## config.mk

```make
export PLATFORM = sky130hd
export DESIGN_NAME = cell_address_allocator
export DESIGN_NICKNAME = d
export VERILOG_FILES = /design/src/rtl/cell_address_allocator.sv
export SDC_FILE = /design/constraint.sdc
export NUM_CORES = 1
export LEC_CHECK = 0
export ABC_AREA = 1
export CAP_MARGIN = 20
export CORE_ASPECT_RATIO = 1.5
export CORE_MARGIN = 3
export CORE_UTILIZATION = 50
export CTS_CLUSTER_DIAMETER = 80
export CTS_CLUSTER_SIZE = 28
export DETAILED_ROUTE_END_ITERATION = 12
export PLACE_DENSITY = 0.68
export SLEW_MARGIN = 20
export SYNTH_ARGS = -nofsm -noshare
export SYNTH_HDL_FRONTEND = slang
export SYNTH_SLANG_ARGS = --single-unit
```

## constraint.sdc

```tcl
create_clock -name clk -period 4 [get_ports clk]
set_input_delay 0.6 -clock clk [delete_from_list [all_inputs] [get_ports clk]]
set_output_delay 0.6 -clock clk [all_outputs]
set_load 0.01 [all_outputs]
```

## src/rtl/cell_address_allocator.sv

```systemverilog
// Cell address allocator: FIFO free list of shared-buffer cell slots with init sweep and release path.
// Optional CELL_ALLOC_DOUBLE_FREE_CHECK_EN adds an in-use bitmap and a sticky doubleFreeError output.
module cell_address_allocator #(
    parameter int  nbrOfPorts      = 1,
    parameter int  bufferAddresses = 32,
    parameter int  addressWidth    = $clog2(bufferAddresses),
    parameter type info_type       = logic [7:0],
    localparam int portWidth       = (nbrOfPorts > 1) ? $clog2(nbrOfPorts) : 1
) (
    input  logic                    clk,
    input  logic                    rst,
    input  logic                    writeEnable,
    input  logic [portWidth-1:0]    writePort,
    input  info_type                writeInfo,
    output logic [addressWidth-1:0] writeAddress,
    output logic                    writeRejected,
    input  logic                    releaseValid,
    input  logic [addressWidth-1:0] releaseAddress,
    output logic                    cellValid,
    output logic [addressWidth-1:0] cellAddress,
    output logic [portWidth-1:0]    cellPort,
    output info_type                cellInfo,
    output logic [addressWidth:0]   freeCount,
`ifdef CELL_ALLOC_DOUBLE_FREE_CHECK_EN
    output logic                    doubleFreeError,
`endif
    output logic                    initDone
);

    localparam logic [addressWidth:0]   fullCount = (addressWidth + 1)'(bufferAddresses);
    localparam logic [addressWidth-1:0] lastAddr  = addressWidth'(bufferAddresses - 1);

    typedef enum logic {INIT, READY} state_t;

    state_t                  state, nextState;
    logic [addressWidth-1:0] store [bufferAddresses];
    logic [addressWidth-1:0] initCnt;
    logic [addressWidth-1:0] rdPtr;
    logic [addressWidth-1:0] wrPtr;
    logic [addressWidth:0]   count;
    logic                    allocAccept;
    logic                    releaseCandidate;
    logic                    releaseAccept;

    assign writeAddress     = store[rdPtr];
    assign writeRejected    = (state == INIT) || (count == '0);
    assign allocAccept      = writeEnable && !writeRejected;
    assign releaseCandidate = releaseValid && (state == READY);
    assign freeCount        = count;
    assign initDone         = (state == READY);

`ifdef CELL_ALLOC_DOUBLE_FREE_CHECK_EN
    logic [bufferAddresses-1:0] inUse;
    logic                       doubleFree;

    // Checked against the pre-edge bitmap, so a same-cycle allocate of the same address does not legitimise it.
    assign doubleFree    = releaseCandidate && !inUse[releaseAddress];
    assign releaseAccept = releaseCandidate && (count != fullCount) && inUse[releaseAddress];

    always_ff @(posedge clk) begin
        if (rst) begin
            inUse           <= '0;
            doubleFreeError <= 1'b0;
        end else begin
            if (allocAccept) begin
                inUse[writeAddress] <= 1'b1;
            end
            if (releaseAccept) begin
                inUse[releaseAddress] <= 1'b0;
            end
            if (doubleFree) begin
                doubleFreeError <= 1'b1;
            end
        end
    end
`else
    assign releaseAccept = releaseCandidate && (count != fullCount);
`endif

    always_ff @(posedge clk) begin
        if (rst) begin
            state <= INIT;
        end else begin
            state <= nextState;
        end
    end

    always_comb begin
        nextState = state;
        unique case (state)
            INIT:    if (initCnt == lastAddr) nextState = READY;
            READY:   nextState = READY;
            default: nextState = INIT;
        endcase
    end

    // Single write port: the init sweep and releases never overlap because releases need READY.
    always_ff @(posedge clk) begin
        if (!rst) begin
            if (state == INIT) begin
                store[initCnt] <= initCnt;
            end else if (releaseAccept) begin
                store[wrPtr] <= releaseAddress;
            end
        end
    end

    always_ff @(posedge clk) begin
        if (rst) begin
            initCnt <= '0;
            rdPtr   <= '0;
            wrPtr   <= '0;
            count   <= '0;
        end else if (state == INIT) begin
            initCnt <= initCnt + 1'b1;
            if (initCnt == lastAddr) begin
                rdPtr <= '0;
                wrPtr <= '0;
                count <= fullCount;
            end
        end else begin
            if (allocAccept) begin
                rdPtr <= rdPtr + 1'b1;
            end
            if (releaseAccept) begin
                wrPtr <= wrPtr + 1'b1;
            end
            unique case ({releaseAccept, allocAccept})
                2'b10:   count <= count + 1'b1;
                2'b01:   count <= count - 1'b1;
                default: count <= count;
            endcase
        end
    end

    always_ff @(posedge clk) begin
        if (rst) begin
            cellValid   <= 1'b0;
            cellAddress <= '0;
            cellPort    <= '0;
            cellInfo    <= '0;
        end else begin
            cellValid <= allocAccept;
            if (allocAccept) begin
                cellAddress <= writeAddress;
                cellPort    <= writePort;
                cellInfo    <= writeInfo;
            end
        end
    end

endmodule
```

======== Word-level counts from Yosys, hierarchy flattened ========
Memory sizes are Yosys's and may differ from the RTL's. A register that Yosys moved wholly into a read port is not among the register bits.
Cells that the tools add are included.
word-level totals
  word-level logic and storage cells ...... 56
  memories kept ........................... 1
  output and inout bits ................... 28
  bits in registers ....................... 37
  memory bits (writable) .................. 160
  bits of input ports ..................... 18
operators by class
  equality and inequality tests ........... 7
  add/sub/neg operators ................... 5
  reductions and logical operators ........ 11
  mux-type cells .......................... 22
  bitwise logic cells ..................... 1
memories
  memory  depth  bits a word  rd ports  clocked after memory_dff  write ports  RTL line  text
  store   32     5            1         1                         1            36        logic [addressWidth-1:0] store [bufferAddresses];
operators with widths
  cell                                                    number
  two-way mux 5 bit                                       9
  adder 5 x 1 -> 5 bit (second input constant)            3
  two-way mux 6 bit                                       2
  one-hot mux 6 bit (2 select lines)                      1
  two-way mux 1 bit                                       9
  adder 6 x 1 -> 6 bit (second input constant)            1
  zero test 6 bit                                         1
  inequality test 6 bit (second input constant)           1
  AND reduction 2 bit                                     3
  subtractor 6 x 1 -> 6 bit (second input constant)       1
  == test 5 bit (second input constant)                   1
  OR reduction 5 bit                                      1
  inequality test 2 x 1 -> 1 bit (second input constant)  2
  logical AND 1 bit                                       3
  inequality test 3 x 1 -> 1 bit (second input constant)  1
  == test 2 x 1 -> 1 bit (second input constant)          1
  == test 2 bit (second input constant)                   1
  one-hot mux 1 bit (2 select lines)                      1
  nonzero test 2 bit                                      1
  zero test 1 bit                                         1
  logical OR 1 bit                                        1
  NOT 1 bit                                               1

======== Logic depth before layout (Yosys ltp) ========
  depth in word-level cells ............... 8
  depth in mapped cells ................... 15

======== Worst setup path after synthesis ========
OpenSTA, ideal clock, no wires.
  path kind ............................... register to register
  start point ............................. register count[0], in the netlist freeCount[0]
  end point ............................... register count[4], in the netlist freeCount[4]
  stages on the path, launching flop included .. 11
  arrival ................................. 2,014 ps
  slack ................................... 1,854 ps
  path buffers ............................ 0
  path through ............................ dfxtp_1 > nor2_2 > nand3_1 > nand3_1 > nor2_1 > ha_1 > a21oi_1 > nand2_1 > or2_2 > nand3_1 > a21oi_1
on the way
  longest elaborated chain between the ends .. 7
  elaborated cells between the ends (all ways) .. 14
  those cells by class .................... add/sub (2); eq/ne (4); mux (2); reduce/logical (6)
ends and longest elaborated chain
  item                                                                               RTL line  text
  from (decl)                                                                        40        logic [addressWidth:0] count;
  from (signal assigned)                                                             119       count <= fullCount;
  from (signal assigned)                                                             129       2'b10: count <= count + 1'b1;
  from (signal assigned)                                                             130       2'b01: count <= count - 1'b1;
  parallel branches: the longest is 7 deep, another holds subtractor 6 x 1 -> 6 bit  -
Several ways; the timed one is not identified.
A chain may end at the register's enable or synchronous reset.

==> reports/qor.txt <==
Tcrit/Tclk final -> 86.2%
layout cells sized above 1 -> 6.51%
Seq pwr share -> 63.6%
commonest non-fill, non-tap cells in the layout -> nand2_1, edfxtp_1, nand3_1, nor2_1, clkdlybuf4s50_1
PnR worst setup slack -> 0.553 ns
Post-route DRC -> 0
crit-path most repeated cell -> nand2_1
worst path arrival time -> 2.85 ns
pwr/cell area -> 373 nW/um^2
vias -> 5979
Area growth syn-to-layout -> 11.6%
Hold/Removal Path Class -> flop to flop
Root Driver -> clkbuf_16
Num CTS Buffers -> 11
Worst Max-Slew Pin Slew -> 0.764 ns
Crit Path Max Fanout -> 21
CTS tree -> built
Max-Cap Viols -> 0
Final Hold Viols -> 0
global placement routability congestion -> 0.889
DR WL/cell -> 18.1 um
Final nets -> 899
Reg-to-Reg End -> freeCount[4]
hpwl dp -> 13000 um
worst-path cell chain -> buf_4 > inv_1 > nand3_1 > nand2_1 > nand2_1 > nand3_1 > nand2_1 > inv_1 > clkdlybuf4s50_1
largest net degree at the start of global routing -> 61
overall routing resource usage -> 20.9%
gr ovfl total -> 0
clk buf depth -> 3
DR WL met3 -> 864 um
Die ar. -> 18900 um^2
P_sw -> 0.736 mW
syn_nets -> 865
Hold Path Cell Cnt -> 2
YS warnings -> 0
unrepaired setup endpoints after global routing -> no
Syn Inst Count -> 838
Pins Over Slew Limit -> 0
CORE AREA -> 16800 um^2
global-route wire length before repair -> 31200 um
hold_sp -> cellInfo[1]
Sinks on Clock Net -> 202
DP Cell Count -> 1069
DIE HEIGHT -> 167 um
FF-to-FF setup slack -> 1.47 ns
sw frac -> 20.5%
Seq/Total Area, Yosys -> 65.6%
DR iter-0 viols -> 346
Worst Setup Start Kind -> flop
status -> complete, no violations
Final setup viols -> 0
Via density -> 5.51
worst vdd ir -> 0.357 mV
initial antenna violation count -> 0
Worst Setup End Kind -> primary output
CP max stage delay -> 0.59 ns
Post-CTS Setup Inserts -> 0
hold-fix buffers at CTS -> 0
final hold slack -> 0.468 ns
Fmax -> 0.290 GHz
synthesized flop and latch total -> 202
number of global-route vias before repair -> 6013
I/O pins -> 46
fin cells -> 1086
Highest Signal Layer -> met4
final WL -> 19600 um
mapped cell area -> 8610 um^2
Setup CP Type -> flop to primary output
Die X -> 113 um
synth unique cells -> 34
reg2reg path depth -> 11
r2r startpoint -> freeCount[0]
Initial Utilization -> 51.1%
DR WL met2 -> 10500 um
worst path required time -> 3.40 ns
Hold Path End -> cellInfo[1]
clock share of power -> 32.8%
commonest non-fill, non-tap cell in the layout -> nand2_1
Clock Latency Late Sink -> 0.46 ns
setup TNS -> 0 ns
I/O Buffers -> 45
Final min period -> 3.45 ns
met1 WL -> 7420 um
DP Worst Slack -> 1.07 ns
DRT Pass-1 Iters -> 5
H-tree levels -> 1
num rows -> 58
worst slew margin relative to its limit -> 49.0%
DRT antenna net count -> 0
Comb power frac -> 3.6%
number of diodes -> 0
post-CTS sizing -> 0
syn avg cell area -> 10.3 um^2
Clock transition at path regs -> 0.11 ns
Internal Pwr Total -> 2.85 mW
skew final -> 0.0255 ns
CP max stage cell -> inv_1
leakage dissipation -> 3.52 nW
## flip-flops by register name, summed over array words and instances, names as in the netlist, named ones only
name / count
wrPtr: 5
store: 160
cellPort: 1
rdPtr: 5
cellValid: 1
cellInfo: 8
freeCount: 6
cellAddress: 5
initDone: 1
initCnt: 5
## power by group through the flow
stage | Clock [mW] | Sequential (mW) | Combinational (mW)
5_1_grt | 1.26 | 2.28 | 0.142
3_5_place_dp | 0 | 2.33 | 0.131
2_1_floorplan | 0 | 2.33 | 0.0660
6_report | 1.18 | 2.28 | 0.130
4_1_cts | 1.20 | 2.28 | 0.131
3_3_place_gp | 0 | 2.33 | 0.129
## per-layer routing
metal / GRT usage, % / up-vias
met3: 2.33 / 56
met2: 37.6 / 180
met5: 0 / -
li1: - / 2916
met4: 10.0 / 0
met1: 24.7 / 2827
## kinds of logic after synthesis
kind of cell / synth area share (%)
XOR/XNOR: 0.407
buffers and inverters: 3.55
flip-flops: 65.6
adder cells (fa/ha/maj): 1.40
AND/OR/NAND/NOR: 25.0
AO/OA/AOI/OAI: 4.11
## per-stage QoR
stage | power, mW | utilization, % | area (um^2)
after floorplan | 2.39 | - | 8610
after global placement | 2.46 | 55.2 | 9290
after detailed placement | 2.46 | 55.2 | 9290
after CTS | 3.61 | 57.1 | 9610
after global routing | 3.69 | 57.1 | 9610
final | 3.59 | 57.1 | 9610
## critical path, delay by kind of cell, from the launching register on
kind	cells	cell delay (ns)
flops	1	0.31
buf+inv	4	1.41
simple gates	5	0.65
## area by class of cell
| cell class | instances | area, um^2 |
|---|---|---|
| Clock buffer | 16 | 294 |
| Clock inverter | 1 | 30.0 |
| Fill cell | 1422 | 7220 |
| Inverter | 35 | 131 |
| Multi-Input combinational cell | 562 | 2660 |
| Sequential cell | 202 | 5650 |
| Tap cell | 210 | 263 |
| Timing Repair Buffer | 60 | 588 |
## cell usage after synthesis, drive strengths merged
library cell	instances	share of area, %
o211a	1	0.12
dfxtp	42	9.8
clkbuf	31	1.4
o21ai	20	1.6
a32o	2	0.23
fa	1	0.23
inv	33	1.4
a21oi	32	1.9
edfxtp	160	56
nor2	57	2.8
nand2	278	13
ha	8	1.2
xor2	4	0.41
o211ai	1	0.087
or2	1	0.073
nand3	149	9.0
nor3	3	0.17
and3	2	0.15
nand4	2	0.15
buf	8	0.67
clkinv	2	0.087
o21bai	1	0.13
## worst max path at each step
stage / start / endpoint
after detailed placement: flop / writeAddress[3]
after CTS: flop / writeAddress[3]
after global placement: flop / writeAddress[3]
after global routing: flop / writeAddress[3]
after floorplan: freeCount[0] / freeCount[4]
final: flop / writeAddress[2]
Power figures use the tool's default switching activity.
